==> src/rtl/uart_pkg.sv <==
`default_nettype none
// ============================================================================
//  Module      : uart_pkg
//  Description : Shared UART frame-format definitions. The transmitter and
//                the receiver both import this package so the two ends of
//                a link always agree on oversampling and character size.
//  Revision    : 1.0 - initial release
// ============================================================================
package uart_pkg;

   // Default oversampling ratio: tick rising edges per bit period
   localparam int UART_OVERSAMPLE = 16;

   // Default number of data bits per character
   localparam int UART_DATA_BITS  = 8;

   // Transmitter frame phases
   typedef enum logic [1:0] {
      IDLE  = 2'd0,
      START = 2'd1,
      DATA  = 2'd2,
      STOP  = 2'd3
   } tx_state_t;

endpackage : uart_pkg
`default_nettype wire

==> src/rtl/uart_tick_edge.sv <==
`default_nettype none
// ============================================================================
//  Module      : uart_tick_edge
//  Description : Rising-edge detector for the shared oversampling tick.
//                The history flop resets high so a tick that is already
//                high when reset is released does not count as a rise.
//  Revision    : 1.0 - initial release
// ============================================================================
module uart_tick_edge (
   input  logic clk,
   input  logic rst,
   input  logic tick,
   output logic tick_rise
);

   logic tick_q;

   // Remember the previous tick level; reset high to suppress a false rise
   always_ff @(posedge clk or posedge rst) begin
      if (rst) begin
         tick_q <= 1'b1;
      end else begin
         tick_q <= tick;
      end
   end

   assign tick_rise = tick & ~tick_q;

endmodule : uart_tick_edge
`default_nettype wire

==> src/rtl/uart_tx.sv <==
`default_nettype none
// ============================================================================
//  Module      : uart_tx
//  Description : 8N1-style serial transmitter driven by the shared 16x
//                oversampling tick. Accepts one character per start/busy/
//                done handshake and shifts it out LSB first between a start
//                bit and STOP_BITS stop bits. All outputs are registered.
//  Revision    : 1.0 - initial release
// ============================================================================
module uart_tx
   import uart_pkg::*;
#(
   parameter int DATA_BITS  = UART_DATA_BITS,
   parameter int OVERSAMPLE = UART_OVERSAMPLE,
   parameter int STOP_BITS  = 1
) (
   input  logic                 clk_master,
   input  logic                 rst_i,
   input  logic                 tick,
   input  logic                 tx_en,
   input  logic                 tx_start_i,
   input  logic [DATA_BITS-1:0] data_i,
   output logic                 tx_o,
   output logic                 tx_busy,
   output logic                 tx_done
);

   // Oversample counter width; kept at least one bit wide for degenerate ratios
   localparam int OS_W = (OVERSAMPLE > 1) ? $clog2(OVERSAMPLE) : 1;

   // Bit counter must hold both the data index and the stop-bit index
   localparam int BC_W = $clog2(DATA_BITS + STOP_BITS + 1);

   localparam logic [OS_W-1:0] OS_LAST   = OS_W'(OVERSAMPLE - 1);
   localparam logic [BC_W-1:0] DATA_LAST = BC_W'(DATA_BITS - 1);
   localparam logic [BC_W-1:0] STOP_LAST = BC_W'(STOP_BITS - 1);

   tx_state_t            state;
   logic [DATA_BITS-1:0] shift_reg;
   logic [DATA_BITS-1:0] shift_next;
   logic [OS_W-1:0]      os_cnt;
   logic [BC_W-1:0]      bit_cnt;
   logic                 tick_rise;
   logic                 bit_end;

   uart_tick_edge u_tick_edge (
      .clk       (clk_master),
      .rst       (rst_i),
      .tick      (tick),
      .tick_rise (tick_rise)
   );

   // A bit period ends on the tick rise that completes OVERSAMPLE rises
   assign bit_end    = tick_rise && (os_cnt == OS_LAST);

   // Shift register contents after the current data bit has been sent
   assign shift_next = shift_reg >> 1;

   // Frame sequencer: state, counters, shifter and registered line outputs
   always_ff @(posedge clk_master or posedge rst_i) begin
      if (rst_i) begin
         state     <= IDLE;
         shift_reg <= '0;
         os_cnt    <= '0;
         bit_cnt   <= '0;
         tx_o      <= 1'b1;
         tx_busy   <= 1'b0;
         tx_done   <= 1'b0;
      end else begin
         tx_done <= 1'b0;
         case (state)
            IDLE: begin
               tx_o    <= 1'b1;
               tx_busy <= 1'b0;
               // Requests are level-sampled and never queued while disabled
               if (tx_start_i && tx_en) begin
                  shift_reg <= data_i;
                  bit_cnt   <= '0;
                  os_cnt    <= '0;
                  state     <= START;
                  tx_o      <= 1'b0;
                  tx_busy   <= 1'b1;
               end
            end

            START: begin
               if (tick_rise) begin
                  if (bit_end) begin
                     os_cnt <= '0;
                     state  <= DATA;
                     tx_o   <= shift_reg[0];
                  end else begin
                     os_cnt <= os_cnt + OS_W'(1);
                  end
               end
            end

            DATA: begin
               if (tick_rise) begin
                  if (bit_end) begin
                     os_cnt    <= '0;
                     shift_reg <= shift_next;
                     if (bit_cnt == DATA_LAST) begin
                        bit_cnt <= '0;
                        state   <= STOP;
                        tx_o    <= 1'b1;
                     end else begin
                        bit_cnt <= bit_cnt + BC_W'(1);
                        tx_o    <= shift_next[0];
                     end
                  end else begin
                     os_cnt <= os_cnt + OS_W'(1);
                  end
               end
            end

            STOP: begin
               if (tick_rise) begin
                  if (bit_end) begin
                     os_cnt <= '0;
                     if (bit_cnt == STOP_LAST) begin
                        // Done pulse lands on the first IDLE cycle so a
                        // held request starts the next frame immediately
                        bit_cnt <= '0;
                        state   <= IDLE;
                        tx_busy <= 1'b0;
                        tx_done <= 1'b1;
                        tx_o    <= 1'b1;
                     end else begin
                        bit_cnt <= bit_cnt + BC_W'(1);
                     end
                  end else begin
                     os_cnt <= os_cnt + OS_W'(1);
                  end
               end
            end

            default: begin
               state   <= IDLE;
               tx_o    <= 1'b1;
               tx_busy <= 1'b0;
            end
         endcase
      end
   end

endmodule : uart_tx
`default_nettype wire

==> config.mk <==
export PLATFORM = sky130hd
export DESIGN_NAME = uart_tx
export DESIGN_NICKNAME = d
export VERILOG_FILES = /design/src/rtl/uart_pkg.sv /design/src/rtl/uart_tick_edge.sv /design/src/rtl/uart_tx.sv
export SDC_FILE = /design/constraint.sdc
export NUM_CORES = 1
export LEC_CHECK = 0
export ABC_AREA = 1
export BUFFER_PORTS_ARGS = -buffer_cell sky130_fd_sc_hd__buf_2
export CAP_MARGIN = 30
export CORE_UTILIZATION = 41
export DETAILED_ROUTE_END_ITERATION = 10
export SLEW_MARGIN = 20
export SYNTH_ARGS = -nofsm -noshare
export SYNTH_HDL_FRONTEND = slang
export SYNTH_SLANG_ARGS = --single-unit
==> constraint.sdc <==
create_clock -name clk_master -period 4.4 [get_ports clk_master]
set_input_delay 0.44 -clock clk_master [delete_from_list [all_inputs] [get_ports clk_master]]
set_output_delay 0.44 -clock clk_master [all_outputs]
set_load 0.005 [all_outputs]
==> reports/qor.csv <==
metric,value,unit
ys_warn_count,0,
maxCapViolations,0,
max-clock-path-buffers,2,
peakVddDrop,0.331,mV
portBuffers,15,
ys_ff_latch,22,
antenna_found_initial,0,
hold_buffers,0,
gp_congestion,0.797,
regArea,553,um2
cp.arrival,2290,ps
multi_input_area,724,um2
timing.hold.ws,109,ps
status,finished clean,
synthMuxAreaShare,0.0438,
clock.fmax,478,MHz
finClkSkew,4.87,ps
cts_resized,0,
synth_compound_area_frac,0.121,
start_util,0.442,
min_period,2090,ps
via_count,1009,
synth-xor-area-share,0.0256,
grt_pass1_vias,1047,
drt_iter0_drc,31,
wl_per_cell,11.2,um
syn2layout_area_growth,10.6,%
slew_headroom,0.562,
critPathLaunchType,flop,
endpoint_kind,flop,
worst_pin_slew,657,ps
route.detailed.drc,0,
rsz0062_at_grt,false,
final_common_cell,nand2_1,
die_x,59.8,um
ys_types,25,
ant_nets,0,
dieArea,0.00358,mm2
cts_buffers,3,
core,0.00310,mm2
power-per-cell-area,626,mW/mm2
grt_use_total,0.167,
tns,0,ps
grt_pass1_wl,4.43,mm
drive_gt1_frac,0.257,
vias_per_cell,4.61,
clkLatencyLatePin,300,ps
fin_nets,199,
rows,20,
synthAdderAreaFrac,0.0822,
diodes,0,
hold_viol,0,
overflow,0,
slew_violations,0,
synthesis.nets,180,
syn_avg_cell_area,8.67,um2
fillers,326,
htree_levels,1,
setup_viol,0,
synth_top_family_by_area,simple AND/OR/NAND/NOR gates,
post-cts-setup-buffers,0,
cts_sinks,22,
largest_register_ff_count,8,
final_cell_mix,"nand2_1 (48), dfrtp_1 (20), inv_1 (15), buf_2 (15), nand3_1 (11)",
syn_inst,158,
synth.top_cell.area_share,0.365,
ctsRootBufferMaster,clkbuf_4,
critical_path_class,reg -> reg,
hold_class,in -> async,
worstPathRequired,4600,ps
grt_max_degree,23,
p_leak,0.784,nW
synth.cell_area,0.00137,mm2
io-pin-count,16,
synth_top_cell_by_area,dfrtp_1,
synth.area.top_cells,"dfrtp_1 (37%), nand2_1 (13%), ha_1 (8.2%)",
synthSimpleGateAreaFrac,0.257,
timing.final.crit_share,0.475,
ys_seq_area_frac,0.404,
hpwl,1.90,mm
drt_wl_total,2.45,mm
drt_first_pass_iters,4,
cts_tree,built,
clkTransAtPathRegs,120,ps
worstPathMaxFanout,16,
dieHeight,59.8,um
## where the power goes
part | switching [mW] | leakage, nW | internal, mW
sequential | 0.0564 | 0.280 | 0.282
clock | 0.0584 | 0.0138 | 0.0319
combinational | 0.323 | 0.490 | 0.197
## layout make-up
type,instances,share of cell area
Clock buffer,3,0.0149
Timing Repair Buffer,16,0.0595
Multi-Input combinational cell,116,0.478
Tap cell,44,0.0363
Sequential cell,22,0.365
Inverter,18,0.0462
## logic make-up (layout without fill, tap and decap cells)
family          count (synthesis)  in the layout
flops                          22             22
xor+xnor                        4              4
buf+inv                        20             37
compound gates                 21             21
mux                             6              6
fa+ha+maj                       9              9
simple gates                   76             76
## final timing paths
check	startpoint	endpoint	slack [ps]	cells after the start
max reg2reg	state[0]	shift_reg[2]	2310	7
min in group clk_master	tick	u_tick_edge.tick_q	250	1
min	rst_i	os_cnt[3]	110	2
min reg2reg	tx_o	tx_o	480	2
max in group asynchronous	rst_i	bit_cnt[0]	3860	3
max	state[0]	shift_reg[2]	2310	7
## per-layer routing
metal | track usage | part of all wire | up-vias
met2 | 0.278 | 0.46 | 23
met3 | 0.0216 | 0.033 | 6
met5 | 0 | 0 | -
met1 | 0.211 | 0.49 | 443
met4 | 0.0864 | 0.017 | 0
li1 | - | - | 537
## critical path, stage by stage, from the launching register on
cell and delay (ps):
dfrtp_1 450, inv_1 140, ha_1 600, inv_1 280, a21oi_4 210, nand2_4 150
nand2_1 110, o21ai_2 50
## Yosys cell counts, drive strengths merged
cell type and count:
a21oi 3, inv 18, xnor2 1, a21boi 1
nand3 11, ha 9, dfstp 2, mux2i 6
o21bai 1, dfrtp 20, nor2 11, o31ai 1
o21ai 15, buf 2, nand2 54, xor2 3
## stage by stage
| stage | area [um2] | total power [mW] | setup slack, ps | util | instances |
|---|---|---|---|---|---|
| after floorplan | 1370 | 0.777 | 2900 | - | 158 |
| after global placement | 1480 | 0.846 | 2430 | 0.476 | 215 |
| after detailed placement | 1480 | 0.864 | 2300 | 0.476 | 215 |
| after CTS | 1500 | 0.959 | 2290 | 0.483 | 218 |
| after global routing | 1520 | 1.05 | 2120 | 0.488 | 219 |
| final | 1520 | 0.948 | 2310 | 0.488 | 219 |
Note: power is estimated with default switching activity, not from simulation.
